## config.mk

```make
export PLATFORM = sky130hd
export DESIGN_NAME = mac_drain_flat
export DESIGN_NICKNAME = d
export VERILOG_FILES = /design/src/rtl/mac_drain_if.sv /design/src/rtl/mac_drain.sv /design/src/flat_wrapper.sv
export SDC_FILE = /design/constraint.sdc
export NUM_CORES = 1
export LEC_CHECK = 0
export ABC_CLOCK_PERIOD_IN_PS = 2000
export BUFFER_PORTS_ARGS = -buffer_cell sky130_fd_sc_hd__buf_2
export CAP_MARGIN = 0
export CORE_AREA = 3 3 128 130
export DETAILED_ROUTE_END_ITERATION = 8
export DIE_AREA = 0 0 131 133
export SYNTH_ARGS = -nofsm -noshare
export SYNTH_HDL_FRONTEND = slang
export SYNTH_SLANG_ARGS = --single-unit
```

## constraint.sdc

```tcl
create_clock -name clk -period 2 [get_ports clk]
set_clock_uncertainty 0.05 [all_clocks]
set_input_delay 0.2 -clock clk [delete_from_list [all_inputs] [get_ports clk]]
set_output_delay 0.2 -clock clk [all_outputs]
set_load 0.1 [all_outputs]
```

## src/rtl/mac_drain_if.sv

```systemverilog
// Stream bundle for mac_drain: tap/accumulator inputs from the MAC array,
// clear pulse back to it, result stream toward the feature-map writer, plus debug taps.
interface mac_drain_if #(
    parameter int DEPTH = 4
);
    localparam int LVL_W = $clog2(DEPTH) + 1;

    logic             tap_valid;
    logic [15:0]      acc_in;
    logic             acc_clear;
    logic [15:0]      out_data;
    logic             out_valid;
    logic             out_ready;
    logic [LVL_W-1:0] fifo_level;
    logic             overflow;
    logic [7:0]       dbg_tap_cnt;
    logic             dbg_cap_pending;

    // Result stream: a transfer happens on every rising edge where out_valid && out_ready;
    // out_data holds steady while out_valid is high and out_ready is low.
    modport master (
        input  tap_valid, acc_in, out_ready,
        output acc_clear, out_data, out_valid, fifo_level, overflow,
        output dbg_tap_cnt, dbg_cap_pending
    );

    modport slave (
        output tap_valid, acc_in, out_ready,
        input  acc_clear, out_data, out_valid, fifo_level, overflow,
        input  dbg_tap_cnt, dbg_cap_pending
    );
endinterface

```

## src/rtl/mac_drain.sv

```systemverilog
// fp16 MAC result drain: counts taps, captures/sanitises the accumulator per window, queues results.
// Optional ReLU on captured results is enabled by defining MAC_DRAIN_RELU_EN.
module mac_drain #(
    parameter int TAPS  = 9,
    parameter int DEPTH = 4
) (
    input  logic       clk,
    input  logic       rst,
    mac_drain_if.master bus
);
    localparam int PTR_W = $clog2(DEPTH);
    localparam int LVL_W = PTR_W + 1;
    localparam logic [7:0]       LAST_TAP = 8'(TAPS - 1);
    localparam logic [LVL_W-1:0] FULL_LVL = LVL_W'(DEPTH);

    logic [7:0]       tap_cnt_q, tap_cnt_d;
    logic             cap_pending_q, cap_pending_d;
    logic [PTR_W-1:0] wr_ptr_q, wr_ptr_d;
    logic [PTR_W-1:0] rd_ptr_q, rd_ptr_d;
    logic [PTR_W-1:0] rd_next;
    logic [LVL_W-1:0] level_q, level_d;
    logic [15:0]      out_data_q, out_data_d;
    logic             overflow_q, overflow_d;
    logic [15:0]      mem_q [DEPTH];
    logic [15:0]      mem_d [DEPTH];
    logic [15:0]      san;
    logic             out_valid;
    logic             pop;
    logic             push_ok;

    always_comb begin
        tap_cnt_d     = tap_cnt_q;
        cap_pending_d = 1'b0;
        if (bus.tap_valid) begin
            if (tap_cnt_q == LAST_TAP) begin
                tap_cnt_d     = 8'd0;
                cap_pending_d = 1'b1;
            end else begin
                tap_cnt_d = tap_cnt_q + 8'd1;
            end
        end
    end

    // Saturation and flush come first so ReLU sees the saturated sign.
    always_comb begin
        san = bus.acc_in;
        if (bus.acc_in[14:10] == 5'h1F) begin
            san = {bus.acc_in[15], 15'h7BFF};
        end else if (bus.acc_in[14:10] == 5'h00) begin
            san = 16'h0000;
        end
`ifdef MAC_DRAIN_RELU_EN
        if (san[15]) begin
            san = 16'h0000;
        end
`endif
    end

    assign out_valid = (level_q != '0);
    assign pop       = out_valid && bus.out_ready;
    assign push_ok   = cap_pending_q && ((level_q != FULL_LVL) || pop);
    assign rd_next   = rd_ptr_q + PTR_W'(1);

    always_comb begin
        mem_d      = mem_q;
        wr_ptr_d   = wr_ptr_q;
        rd_ptr_d   = rd_ptr_q;
        level_d    = level_q;
        out_data_d = out_data_q;
        overflow_d = overflow_q | (cap_pending_q && !push_ok);
        if (push_ok) begin
            mem_d[wr_ptr_q] = san;
            wr_ptr_d        = wr_ptr_q + PTR_W'(1);
        end
        if (pop) begin
            rd_ptr_d = rd_next;
        end
        case ({push_ok, pop})
            2'b10:   level_d = level_q + LVL_W'(1);
            2'b01:   level_d = level_q - LVL_W'(1);
            default: level_d = level_q;
        endcase
        // Head register: load the incoming value when it becomes the head, else the next slot.
        if (level_q == '0) begin
            if (push_ok) begin
                out_data_d = san;
            end
        end else if (pop) begin
            if (level_q == LVL_W'(1)) begin
                if (push_ok) begin
                    out_data_d = san;
                end
            end else begin
                out_data_d = mem_q[rd_next];
            end
        end
    end

    always_ff @(posedge clk or negedge rst) begin
        if (!rst) begin
            tap_cnt_q     <= 8'd0;
            cap_pending_q <= 1'b0;
            wr_ptr_q      <= '0;
            rd_ptr_q      <= '0;
            level_q       <= '0;
            out_data_q    <= 16'h0000;
            overflow_q    <= 1'b0;
            for (int i = 0; i < DEPTH; i++) begin
                mem_q[i] <= 16'h0000;
            end
        end else begin
            tap_cnt_q     <= tap_cnt_d;
            cap_pending_q <= cap_pending_d;
            wr_ptr_q      <= wr_ptr_d;
            rd_ptr_q      <= rd_ptr_d;
            level_q       <= level_d;
            out_data_q    <= out_data_d;
            overflow_q    <= overflow_d;
            mem_q         <= mem_d;
        end
    end

    assign bus.acc_clear       = cap_pending_q;
    assign bus.out_data        = out_data_q;
    assign bus.out_valid       = out_valid;
    assign bus.fifo_level      = level_q;
    assign bus.overflow        = overflow_q;
    assign bus.dbg_tap_cnt     = tap_cnt_q;
    assign bus.dbg_cap_pending = cap_pending_q;
endmodule

```

## src/flat_wrapper.sv

```systemverilog
// flat-port wrapper written by rule: the top's interface ports become plain ports
module mac_drain_flat 
#(
    parameter int TAPS  = 9,
    parameter int DEPTH = 4
)
  (clk, rst, bus_tap_valid, bus_acc_in, bus_out_ready, bus_acc_clear, bus_out_data, bus_out_valid, bus_fifo_level, bus_overflow, bus_dbg_tap_cnt, bus_dbg_cap_pending);
  mac_drain_if #(.DEPTH(DEPTH)) bus_i ();
  input  logic clk;
  input  logic rst;
  input wire logic [$bits(bus_i.tap_valid)-1:0] bus_tap_valid;
  input wire logic [$bits(bus_i.acc_in)-1:0] bus_acc_in;
  input wire logic [$bits(bus_i.out_ready)-1:0] bus_out_ready;
  output wire logic [$bits(bus_i.acc_clear)-1:0] bus_acc_clear;
  output wire logic [$bits(bus_i.out_data)-1:0] bus_out_data;
  output wire logic [$bits(bus_i.out_valid)-1:0] bus_out_valid;
  output wire logic [$bits(bus_i.fifo_level)-1:0] bus_fifo_level;
  output wire logic [$bits(bus_i.overflow)-1:0] bus_overflow;
  output wire logic [$bits(bus_i.dbg_tap_cnt)-1:0] bus_dbg_tap_cnt;
  output wire logic [$bits(bus_i.dbg_cap_pending)-1:0] bus_dbg_cap_pending;
  assign bus_i.tap_valid = bus_tap_valid;
  assign bus_i.acc_in = bus_acc_in;
  assign bus_i.out_ready = bus_out_ready;
  assign bus_acc_clear = bus_i.acc_clear;
  assign bus_out_data = bus_i.out_data;
  assign bus_out_valid = bus_i.out_valid;
  assign bus_fifo_level = bus_i.fifo_level;
  assign bus_overflow = bus_i.overflow;
  assign bus_dbg_tap_cnt = bus_i.dbg_tap_cnt;
  assign bus_dbg_cap_pending = bus_i.dbg_cap_pending;
  mac_drain #(.TAPS(TAPS), .DEPTH(DEPTH)) u_core (.clk(clk), .rst(rst), .bus(bus_i));
endmodule
```

==> results by group, run 1 <==
Die
  • Die X: 131 µm
  • Core ar.: 15300 µm²
  • Die area: 17400 µm²
  • Starting Density: 0.302
  • Row count: 45
  • Die height: 133 µm
  • I/O pin count: 51

Min path
  • Sink of the worst hold path: u_core.bus.dbg_tap_cnt[1]$_DFFE_PN0P_
  • Hold path cells: 2
  • Hold Crit Class: input port to flop
  • Hold_sp: bus_tap_valid

Yosys
  • Post-Syn Area per Cell: 12.6 µm²
  • Ranking of synthesized cells by area: dfrtp_1 53%, mux2_2 14%, mux4_2 7.8%
  • Post-synth top area cell: dfrtp_1
  • Yosys cell types: 40
  • Top-area cell type share of the netlist area: 0.527
  • Syn nets: 396
  • Synth top cells by count: 97 x dfrtp_1, 57 x mux2_2, 33 x nor2_1, 29 x nand2_1, 16 x mux4_2
  • Most common cell in the netlist: dfrtp_1
  • Post-Synthesis Cells: 365
  • Main synth FF type: dfrtp_1
  • Sequential area share after synthesis: 0.527
  • Post-synth ARST share: 1.00
  • Area of the mapped netlist: 4600 µm²
  • Synth warn: 0
  • Yosys reg bits: 97
  • Number of enable flip-flop cells after synthesis: 0

CTS
  • Clock Path Buffers: 2
  • Worst skew pair latency: 0.34 ns
  • Clock buffer count from CTS: 9
  • Clk sinks: 97
  • CTS tree: yes
  • H-Tree Depth: 3
  • CTS root buffer: clkbuf_16
  • Clock-pin slew on the worst setup and hold paths: 0.07 ns

Drt
  • Remaining DRCs: 0
  • Aggregate routed wire length: 10700 µm
  • Starting DRC count in detailed routing: 219
  • Drt first pass iters: 4
  • Via count: 3069
  • Antenna viol nets, final: 0
  • Wire length per cell: 16.7 µm
  • Drt via density: 4.77

Setup path
  • CP delay by family, top: flip-flops
  • R2r startpoint: u_core.bus.fifo_level[0]$_DFFE_PN0P_
  • Slowest-stage cell, CP: dfrtp_4
  • Worst reg2reg path depth: 9
  • Bufs and invs on worst path: 3
  • Crit-path max FO: 5
  • Worst reg2reg endpoint: u_core.bus.fifo_level[2]$_DFFE_PN0P_
  • Max incr delay on CP: 0.51 ns
  • Crit path DAT: 1.68 ns
  • CP Capture Type: output pin
  • CP Launch Point: u_core.bus.fifo_level[0]$_DFFE_PN0P_
  • Critical path class: flop to output pin
  • R2R Setup Slk: 0.12 ns
  • CP Launch Type: flop
  • Worst Path Required: 1.75 ns
  • CP Cell Sequence: inv_4 > ha_4 > nor2b_4 > clkinvlp_4 > buf_2

Layout
  • Ratio of cells with drive above 1 in the final layout: 0.438
  • Area grow syn2layout: 21.4%
  • Antenna diodes: 0
  • Fin area: 5590 µm²
  • Register area: 2440 µm²
  • Fill count: 1482
  • Area of the multi-input gates: 2080 µm²
  • Nets: 458

Timing
  • Least-Margin Pin Slew: 0.648 ns
  • Slew Viols, Final: 0
  • Slew headroom: 0.565
  • RSZ-0062 raised after global routing: false
  • Final Critical Period: 1.93 ns
  • Final setup violation count: 0
  • FMAX: 0.518 GHz
  • Final Hold Viols: 0
  • Setup TNS: 0 ns
  • Period utilisation layout: 0.965

Place
  • Placed inst area: 5290 µm²
  • DP HPWL: 7450 µm
  • Port buffer count: 50
  • Final Wtd Congestion: 0.810

GRT
  • Largest net degree at the start of global routing: 42
  • Congestion Overflow GR: 0
  • Initial antenna violation count: 0
  • Vias in the first global route: 3300
  • All-Layer GR Usage: 0.130
  • Global-route wire length before repair: 17400 µm

Pwr
  • P_leak: 0.00267 µW
  • Pwr/cell area: 1580 nW/µm²
  • Peak supply drop: 0.00127 V
  • PnR Total Power: 8850 µW

Status
  • Outcome: complete, no violations

Flow run
  • Max_cap viols: 0
metal layers:
metal	wire, µm	track usage	part of all wire
met2	5170	0.209	0.48
met1	4960	0.170	0.46
met5	0	0	0
met4	118	0.0297	0.011
met3	459	0.0432	0.043
sequential cells by signal, summed over array words and instances (netlist names):
signal and cells:
u_core.bus.fifo_level 3, u_core.mem_q 64, u_core.bus.dbg_tap_cnt 8, u_core.bus.acc_clear 1
u_core.rd_ptr_q 2, u_core.wr_ptr_q 2, u_core.bus.out_data 16, u_core.bus.overflow 1
area by class of cell:
class                           instances  area share
Timing Repair Buffer                   70      0.0860
Tap cell                              211      0.0472
Clock buffer                           11      0.0434
Clock inverter                          5     0.00717
Multi-Input combinational cell        240       0.371
Inverter                                9     0.00761
Sequential cell                        97       0.437
how the worst max path moves through the flow:
stage,depth (start not counted),slack (ns),end
after floorplan,9,-0.47,u_core.bus.fifo_level[2]$_DFFE_PN0P_
after global placement,9,0.12,u_core.bus.fifo_level[2]$_DFFE_PN0P_
after detailed placement,8,0.08,u_core.bus.fifo_level[2]$_DFFE_PN0P_
after CTS,5,0.05,bus_out_valid
after global routing,5,0.004,bus_out_valid
final,5,0.07,bus_out_valid
cells by family after synthesis:
group	synth area share
DFF	0.527
and+or+nand+nor	0.0919
muxes	0.220
AOI/OAI and AO/OA	0.0824
buffers and inverters	0.0296
adders and majority gates	0.0299
xor gates and xnor gates	0.0190
per-stage QoR:
stage / hold WS [ns] / setup WS [ns] / util / instances
6_report: 0.0870 / 0.0699 / 0.366 / 643
5_1_grt: 0.0968 / 0.00371 / 0.366 / 643
4_1_cts: 0.0718 / 0.0450 / 0.366 / 642
3_5_place_dp: 0.188 / 0.0780 / 0.346 / 625
3_3_place_gp: 0.181 / 0.123 / 0.346 / 625
2_1_floorplan: -0.146 / -0.471 / - / 365
report_power, final:
part / internal, µW / total, µW / switching [µW]
clock: 884 / 1630 / 750
combinational: 1270 / 4190 / 2920
sequential: 2580 / 3030 / 443
what timing repair did:
item,4_1_cts,5_1_grt
resized for setup,0,1
endpoints found under the setup margin,0,4
setup buffers,0,1
endpoints found under the hold margin,39,0
hold buffers,1,0
placed cells by master, fill, tap and decap left out, drive strengths merged, types with 2 or more instances in the layout:
| cell type | Yosys | final |
|---|---|---|
| dfrtp | 97 | 97 |
| a21oi | 21 | 21 |
| buf | 17 | 69 |
| xnor2 | 5 | 5 |
| mux2 | 57 | 57 |
| nor3 | 3 | 3 |
| and2 | 3 | 3 |
| nand4 | 2 | 2 |
| a22oi | 4 | 4 |
| o22ai | 11 | 11 |
| xor2 | 5 | 5 |
| clkbuf | 2 | 11 |
| clkinvlp | 0 | 4 |
| nand2 | 29 | 29 |
| o21ai | 12 | 12 |
| mux4 | 16 | 16 |
| inv | 9 | 9 |
| a32oi | 2 | 2 |
| o21bai | 2 | 2 |
| ha | 11 | 11 |
| nand3 | 5 | 5 |
| nor2 | 33 | 33 |
| and3 | 5 | 5 |
| nor2b | 2 | 2 |
(Power assumes the default switching activity.)
==> inputs of run 2 (changes only) <==
CORE_AREA = 3 3 153 110   (was 3 3 128 130)
DIE_AREA = 0 0 156 113   (was 0 0 131 133)
==> results by group, run 2 (synthesis gave the netlist of run 1 again) <==
Status
  • Outcome: complete, no violations

Drt
  • Remaining DRCs: 0 (unchanged)
  • Starting DRC count in detailed routing: 139 (-37%)
  • Drt first pass iters: 4 (unchanged)
  • Drt via density: 4.87 (+1.9%)
  • Antenna viol nets, final: 0 (unchanged)
  • Wire length per cell: 16.9 µm (+1.3%)
  • Via count: 3104 (+1.1%)
  • Aggregate routed wire length: 10800 µm (+0.55%)

GRT
  • Largest net degree at the start of global routing: 35 (-17%)
  • Vias in the first global route: 3285 (-0.45%)
  • Initial antenna violation count: 0 (unchanged)
  • All-Layer GR Usage: 0.127 (-0.00276)
  • Congestion Overflow GR: 0 (unchanged)
  • Global-route wire length before repair: 17600 µm (+1.1%)

Die
  • I/O pin count: 51 (unchanged)
  • Die area: 17600 µm² (+1.2%)
  • Die X: 156 µm (+19%)
  • Die height: 113 µm (-15%)
  • Core ar.: 15500 µm² (+1.3%)
  • Row count: 38 (-16%)
  • Starting Density: 0.298 (-0.00379)

Pwr
  • P_leak: 0.00275 µW (+3.0%)
  • Peak supply drop: 0.00128 V (+1.3%)
  • Pwr/cell area: 1630 nW/µm² (+3.1%)

Layout
  • Nets: 464 (+1.3%)
  • Ratio of cells with drive above 1 in the final layout: 0.447 (+0.00999)
  • Area grow syn2layout: 23.8%
  • Most common cell after layout, fill and taps aside: dfrtp_1
  • Finished Layout Cells: 638 (-0.78%)
  • Largest register FFs: 64 (unchanged)
  • Most frequent cells in the layout: 91 x dfrtp_1, 57 x mux2_2, 48 x buf_2
  • Top reg by flops: u_core.mem_q
  • Antenna diodes: 0 (unchanged)
  • Fin area: 5700 µm² (+2.0%)

Place
  • Port buffer count: 50 (unchanged)
  • Placed cell count: 612 (-2.1%)
  • DP HPWL: 7530 µm (+1.1%)
  • Placed inst area: 5270 µm² (-0.31%)
  • Final Wtd Congestion: 0.806 (-0.42%)

Flow run
  • Max_cap viols: 0 (unchanged)

CTS
  • CTS tree: yes
  • CTS root buffer: clkbuf_16
  • Clock Path Buffers: 2 (unchanged)
  • Clk sinks: 97 (unchanged)
  • H-Tree Depth: 3 (unchanged)
  • Worst skew pair latency: 0.34 ns (about the same)
  • Clock buffer count from CTS: 9 (unchanged)
  • Clock-pin slew on the worst setup and hold paths: 0.07 ns (about the same)

Setup path
  • Crit path DAT: 1.68 ns (about the same)
  • Worst reg2reg path depth: 9 (unchanged)
  • CP Launch Type: flop
  • Worst Path Required: 1.75 ns (about the same)
  • Crit-path max FO: 5 (unchanged)
  • Critical path class: flop to output pin
  • CP Capture Type: output pin

Timing
  • Final Hold Viols: 0 (unchanged)
  • Final Critical Period: 1.93 ns (+0.0000805 ns)
  • Least-Margin Pin Slew: 0.597 ns (-0.0502 ns)
  • Slew headroom: 0.602 (+0.0368)
  • Slew Viols, Final: 0 (unchanged)
  • FMAX: 0.518 GHz (about the same)
  • RSZ-0062 raised after global routing: true
  • Final setup violation count: 0 (unchanged)
  • Period utilisation layout: 0.965 (about the same)
  • Setup TNS: 0 ns (unchanged)

Min path
  • Hold Crit Class: input port to flop
  • Hold path cells: 3 (+1)
==> run 2: final timing paths <==
kind,startpoint,to,slack [ns]
setup / recovery,u_core.bus.fifo_level[1]$_DFFE_PN0P_,bus_out_valid,0.07
hold / removal,bus_acc_in[15],u_core.bus.out_data[15]$_DFFE_PN0P_,0.08
setup reg to reg,u_core.bus.fifo_level[1]$_DFFE_PN0P_,u_core.bus.fifo_level[2]$_DFFE_PN0P_,0.07
hold reg to reg,u_core.bus.out_data[15]$_DFFE_PN0P_,u_core.bus.out_data[15]$_DFFE_PN0P_,0.43
max in group asynchronous,rst,u_core.bus.fifo_level[0]$_DFFE_PN0P_,1.04
min in group asynchronous,rst,u_core.bus.dbg_tap_cnt[4]$_DFFE_PN0P_,0.29
==> run 2: cell type report <==
cell class                      count  area [µm²]
Clock buffer                        9         225
Clock inverter                      7         118
Fill cell                        1483        9750
Inverter                            9        42.5
Multi-Input combinational cell    240        2080
Sequential cell                    97        2440
Tap cell                          200         250
Timing Repair Buffer               76         541
==> run 2: per-layer routing <==
metal  GRT usage  part of all wire
met2       0.207              0.49
met3      0.0394             0.034
met5           0                 0
met1       0.170              0.47
met4      0.0241            0.0085
==> run 2: what timing repair did <==
item                                   in CTS  in global routing
resized for setup                           0                  2
endpoints found under the hold margin      30                  0
setup endpoints to repair                   0                  8
hold buffers                                1                  0
buffers inserted                            0                  9
==> run 2: metrics by stage <==
stage / hold WS [ns] / worst slack [ns] / total power, µW / utilization
finish: 0.0811 / 0.0698 / 9300 / 0.369
global route: 0.0821 / -0.0196 / 9800 / 0.369
CTS: 0.0613 / 0.0262 / 9280 / 0.364
detailed placement: 0.125 / 0.0816 / 7280 / 0.341
global placement: 0.116 / 0.0753 / 7170 / 0.341
floorplan: -0.146 / -0.471 / 6310 / -
==> run 2: power by group <==
part	leakage (µW)	switching, µW	internal, µW	total, µW
clock network	0.000170	745	1220	1970
logic	0.00129	2960	1330	4290
registers	0.00128	458	2580	3040
==> run 2: worst max-delay path, cell delays in order (launching register included) <==
cell,delay [ns]
dfrtp_4,0.50
inv_4,0.08
ha_4,0.15
nor2b_4,0.20
clkinvlp_4,0.12
clkbuf_4,0.28
==> inputs of run 3 (changes only) <==
SETUP_SLACK_MARGIN = 0.4   (was default)
==> results by group, run 3 (synthesis gave the netlist of run 1 again) <==
Setup path
  • CP Cell Sequence: inv_4 > buf_4 > ha_4 > a21oi_4 > a2111o_2 > a21oi_1 > nor2_1
  • CP Capture Type: flop
  • Max incr delay on CP: 0.49 ns (about the same)
  • Critical path class: flop to flop
  • Worst Path Required: 2.18 ns (+0.43 ns)
  • Crit-path max FO: 9 (+4)
  • R2r startpoint: u_core.bus.fifo_level[1]$_DFFE_PN0P_
  • Bufs and invs on worst path: 2 (-1)
  • CP delay by family, top: compound AO/OA/AOI/OAI gates
  • Worst reg2reg endpoint: u_core.bus.out_data[6]$_DFFE_PN0P_
  • CP Launch Type: flop
  • Worst reg2reg path depth: 7 (-2)
  • Slowest-stage cell, CP: dfrtp_4
  • CP Depth: 7 (+2)
  • Crit path DAT: 2.01 ns (+0.33 ns)
  • R2R Setup Slk: 0.18 ns (+0.11 ns)

GRT
  • All-Layer GR Usage: 0.139 (+0.0113)
  • Congestion Overflow GR: 0 (unchanged)
  • Global-route wire length before repair: 18700 µm (+6.3%)
  • Largest net degree at the start of global routing: 49 (+40%)
  • Vias in the first global route: 3283 (-0.061%)
  • Initial antenna violation count: 0 (unchanged)

Layout
  • Most common cell after layout, fill and taps aside: dfrtp_1
  • Top reg by flops: u_core.mem_q
  • Fill count: 1407 (-5.1%)
  • Fin area: 6440 µm² (+13%)
  • Most frequent cells in the layout: 83 x dfrtp_1, 57 x mux2_4, 44 x buf_2
  • Register area: 2460 µm² (+0.92%)
  • Area of the multi-input gates: 2460 µm² (+18%)
  • Nets: 489 (+5.4%)
  • Fin util: 0.417 (+0.0481)
  • Antenna diodes: 0 (unchanged)
  • Largest register FFs: 64 (unchanged)
  • Area grow syn2layout: 39.9%
  • Ratio of cells with drive above 1 in the final layout: 0.549 (+0.101)

Place
  • Placement Setup Slack: 0.0620 ns (-0.0195 ns)
  • Final Wtd Congestion: 0.739 (-8.4%)
  • Port buffer count: 50 (unchanged)
  • Placed inst area: 5340 µm² (+1.3%)
  • DP HPWL: 7430 µm (-1.3%)

Drt
  • Antenna viol nets, final: 0 (unchanged)
  • Drt via density: 5.00 (+2.7%)
  • Aggregate routed wire length: 12900 µm (+20%)
  • Wire length per cell: 19.5 µm (+15%)
  • Drt first pass iters: 4 (unchanged)
  • Via count: 3312 (+6.7%)
  • Starting DRC count in detailed routing: 134 (-3.6%)
  • Remaining DRCs: 0 (unchanged)

Timing
  • Final Critical Period: 1.82 ns (-0.108 ns)
  • Slew Viols, Final: 0 (unchanged)
  • Period utilisation layout: 0.911 (-0.0540)
  • Least-Margin Pin Slew: 0.656 ns (+0.0581 ns)
  • RSZ-0062 raised after global routing: true
  • Final Hold Viols: 0 (unchanged)
  • Slew headroom: 0.563 (-0.0387)
  • Worst setup margin: 0.178 ns (+0.108 ns)
  • FMAX: 0.549 GHz (+5.9%)
  • Final setup violation count: 0 (unchanged)

Pwr
  • PnR Total Power: 9850 µW (+5.9%)
  • Peak supply drop: 0.000956 V (-26%)
  • Pwr/cell area: 1530 nW/µm² (-6.3%)
  • Sw power: 4440 µW (+6.8%)
  • P_leak: 0.00317 µW (+16%)
  • Clk pwr share: 0.169 (-0.043)
  • Internal: 5410 µW (+5.3%)
  • Seq pwr share: 0.321 (-0.006)
  • Switch share: 0.451 (+0.00346)
  • Comb pwr share: 0.510 (+0.049)

Die
  • Die area: 17600 µm² (unchanged)
  • Core ar.: 15500 µm² (unchanged)
  • Row count: 38 (unchanged)
  • I/O pin count: 51 (unchanged)
  • Starting Density: 0.298 (unchanged)
  • Die X: 156 µm (unchanged)
  • Die height: 113 µm (unchanged)

CTS
  • CTS root buffer: clkbuf_16
  • Clock buffer count from CTS: 9 (unchanged)
  • Worst skew pair latency: 0.34 ns (about the same)
  • H-Tree Depth: 3 (unchanged)
  • Clock-pin slew on the worst setup and hold paths: 0.07 ns (about the same)
  • Clock Path Buffers: 2 (unchanged)
  • Clk sinks: 97 (unchanged)
  • CTS tree: yes

Status
  • Outcome: complete, no violations

Flow run
  • Max_cap viols: 0 (unchanged)

Min path
  • Hold path cells: 2 (-1)
  • Hold Crit Class: input port to flop
  • Sink of the worst hold path: u_core.bus.dbg_tap_cnt[0]$_DFFE_PN0P_
  • Hold_sp: bus_tap_valid
-- run 3: cell types whose count changed in the layout (fill, tap and decap cells not counted), moves of 8 or more --
| cell | change |
|---|---|
| buf_4 | +10 |
| buf_6 | +9 |
| dfrtp_1 | -8 |
| mux2_2 | -57 |
| mux2_4 | +57 |
| nand2_1 | -10 |
| o21ai_0 | -9 |
-- run 3: final cells by class --
class	instances	area share
inverter	9	0.00660
clock inverter	3	0.00350
timing repair buffer	101	0.146
tap	200	0.0389
sequential	97	0.383
clock buffer	13	0.0404
multi-input combinational	240	0.382
-- run 3: power groups by stage --
stage / clock (µW) / combinational, µW / sequential (µW)
detailed placement: 0 / 4250 / 3140
finish: 1670 / 5020 / 3160
floorplan: 0 / 1710 / 4670
global route: 1780 / 5280 / 3250
CTS: 1700 / 4520 / 3100
global placement: 0 / 4190 / 3100
-- run 3: worst max-delay path by stage --
| stage | start | end |
|---|---|---|
| 2_1_floorplan | u_core.bus.fifo_level[0]$_DFFE_PN0P_ | u_core.bus.fifo_level[2]$_DFFE_PN0P_ |
| 3_3_place_gp | u_core.bus.fifo_level[0]$_DFFE_PN0P_ | u_core.bus.fifo_level[2]$_DFFE_PN0P_ |
| 3_5_place_dp | u_core.bus.fifo_level[0]$_DFFE_PN0P_ | u_core.mem_q[9]$_DFFE_PN0P_ |
| 4_1_cts | u_core.bus.fifo_level[0]$_DFFE_PN0P_ | u_core.bus.fifo_level[2]$_DFFE_PN0P_ |
| 5_1_grt | u_core.bus.fifo_level[1]$_DFFE_PN0P_ | u_core.bus.fifo_level[2]$_DFFE_PN0P_ |
| 6_report | u_core.bus.fifo_level[1]$_DFFE_PN0P_ | u_core.bus.out_data[6]$_DFFE_PN0P_ |
-- run 3: per-layer routing --
layer	vias up	track usage	share of wire
li1	1498	-	-
met1	1734	0.191	0.47
met2	72	0.216	0.46
met3	8	0.0497	0.061
met4	0	0.0188	0.0055
met5	-	0	0
-- run 3: worst register-to-register path: stages, from the launching register on --
cell	delay, ns
dfrtp_4	0.49
inv_4	0.08
buf_4	0.12
ha_4	0.16
a21oi_4	0.08
a2111o_2	0.49
a21oi_1	0.20
nor2_1	0.06
-- run 3: stage by stage --
step                hold WS [ns]  cells  TNS [ns]
global placement           0.212    615         0
global route              0.0810    663         0
floorplan                 -0.146    365     -3.10
finish                    0.0698    663         0
detailed placement         0.225    615         0
CTS                       0.0618    648         0
-- run 3: timing repair --
action                                 CTS  global route
endpoints found under the hold margin   45             0
pin swaps                                4             9
resized for setup                       45            73
hold buffers                             1             0
buffers inserted                        11            11
cloned                                   5             4
setup endpoints to repair               87            90
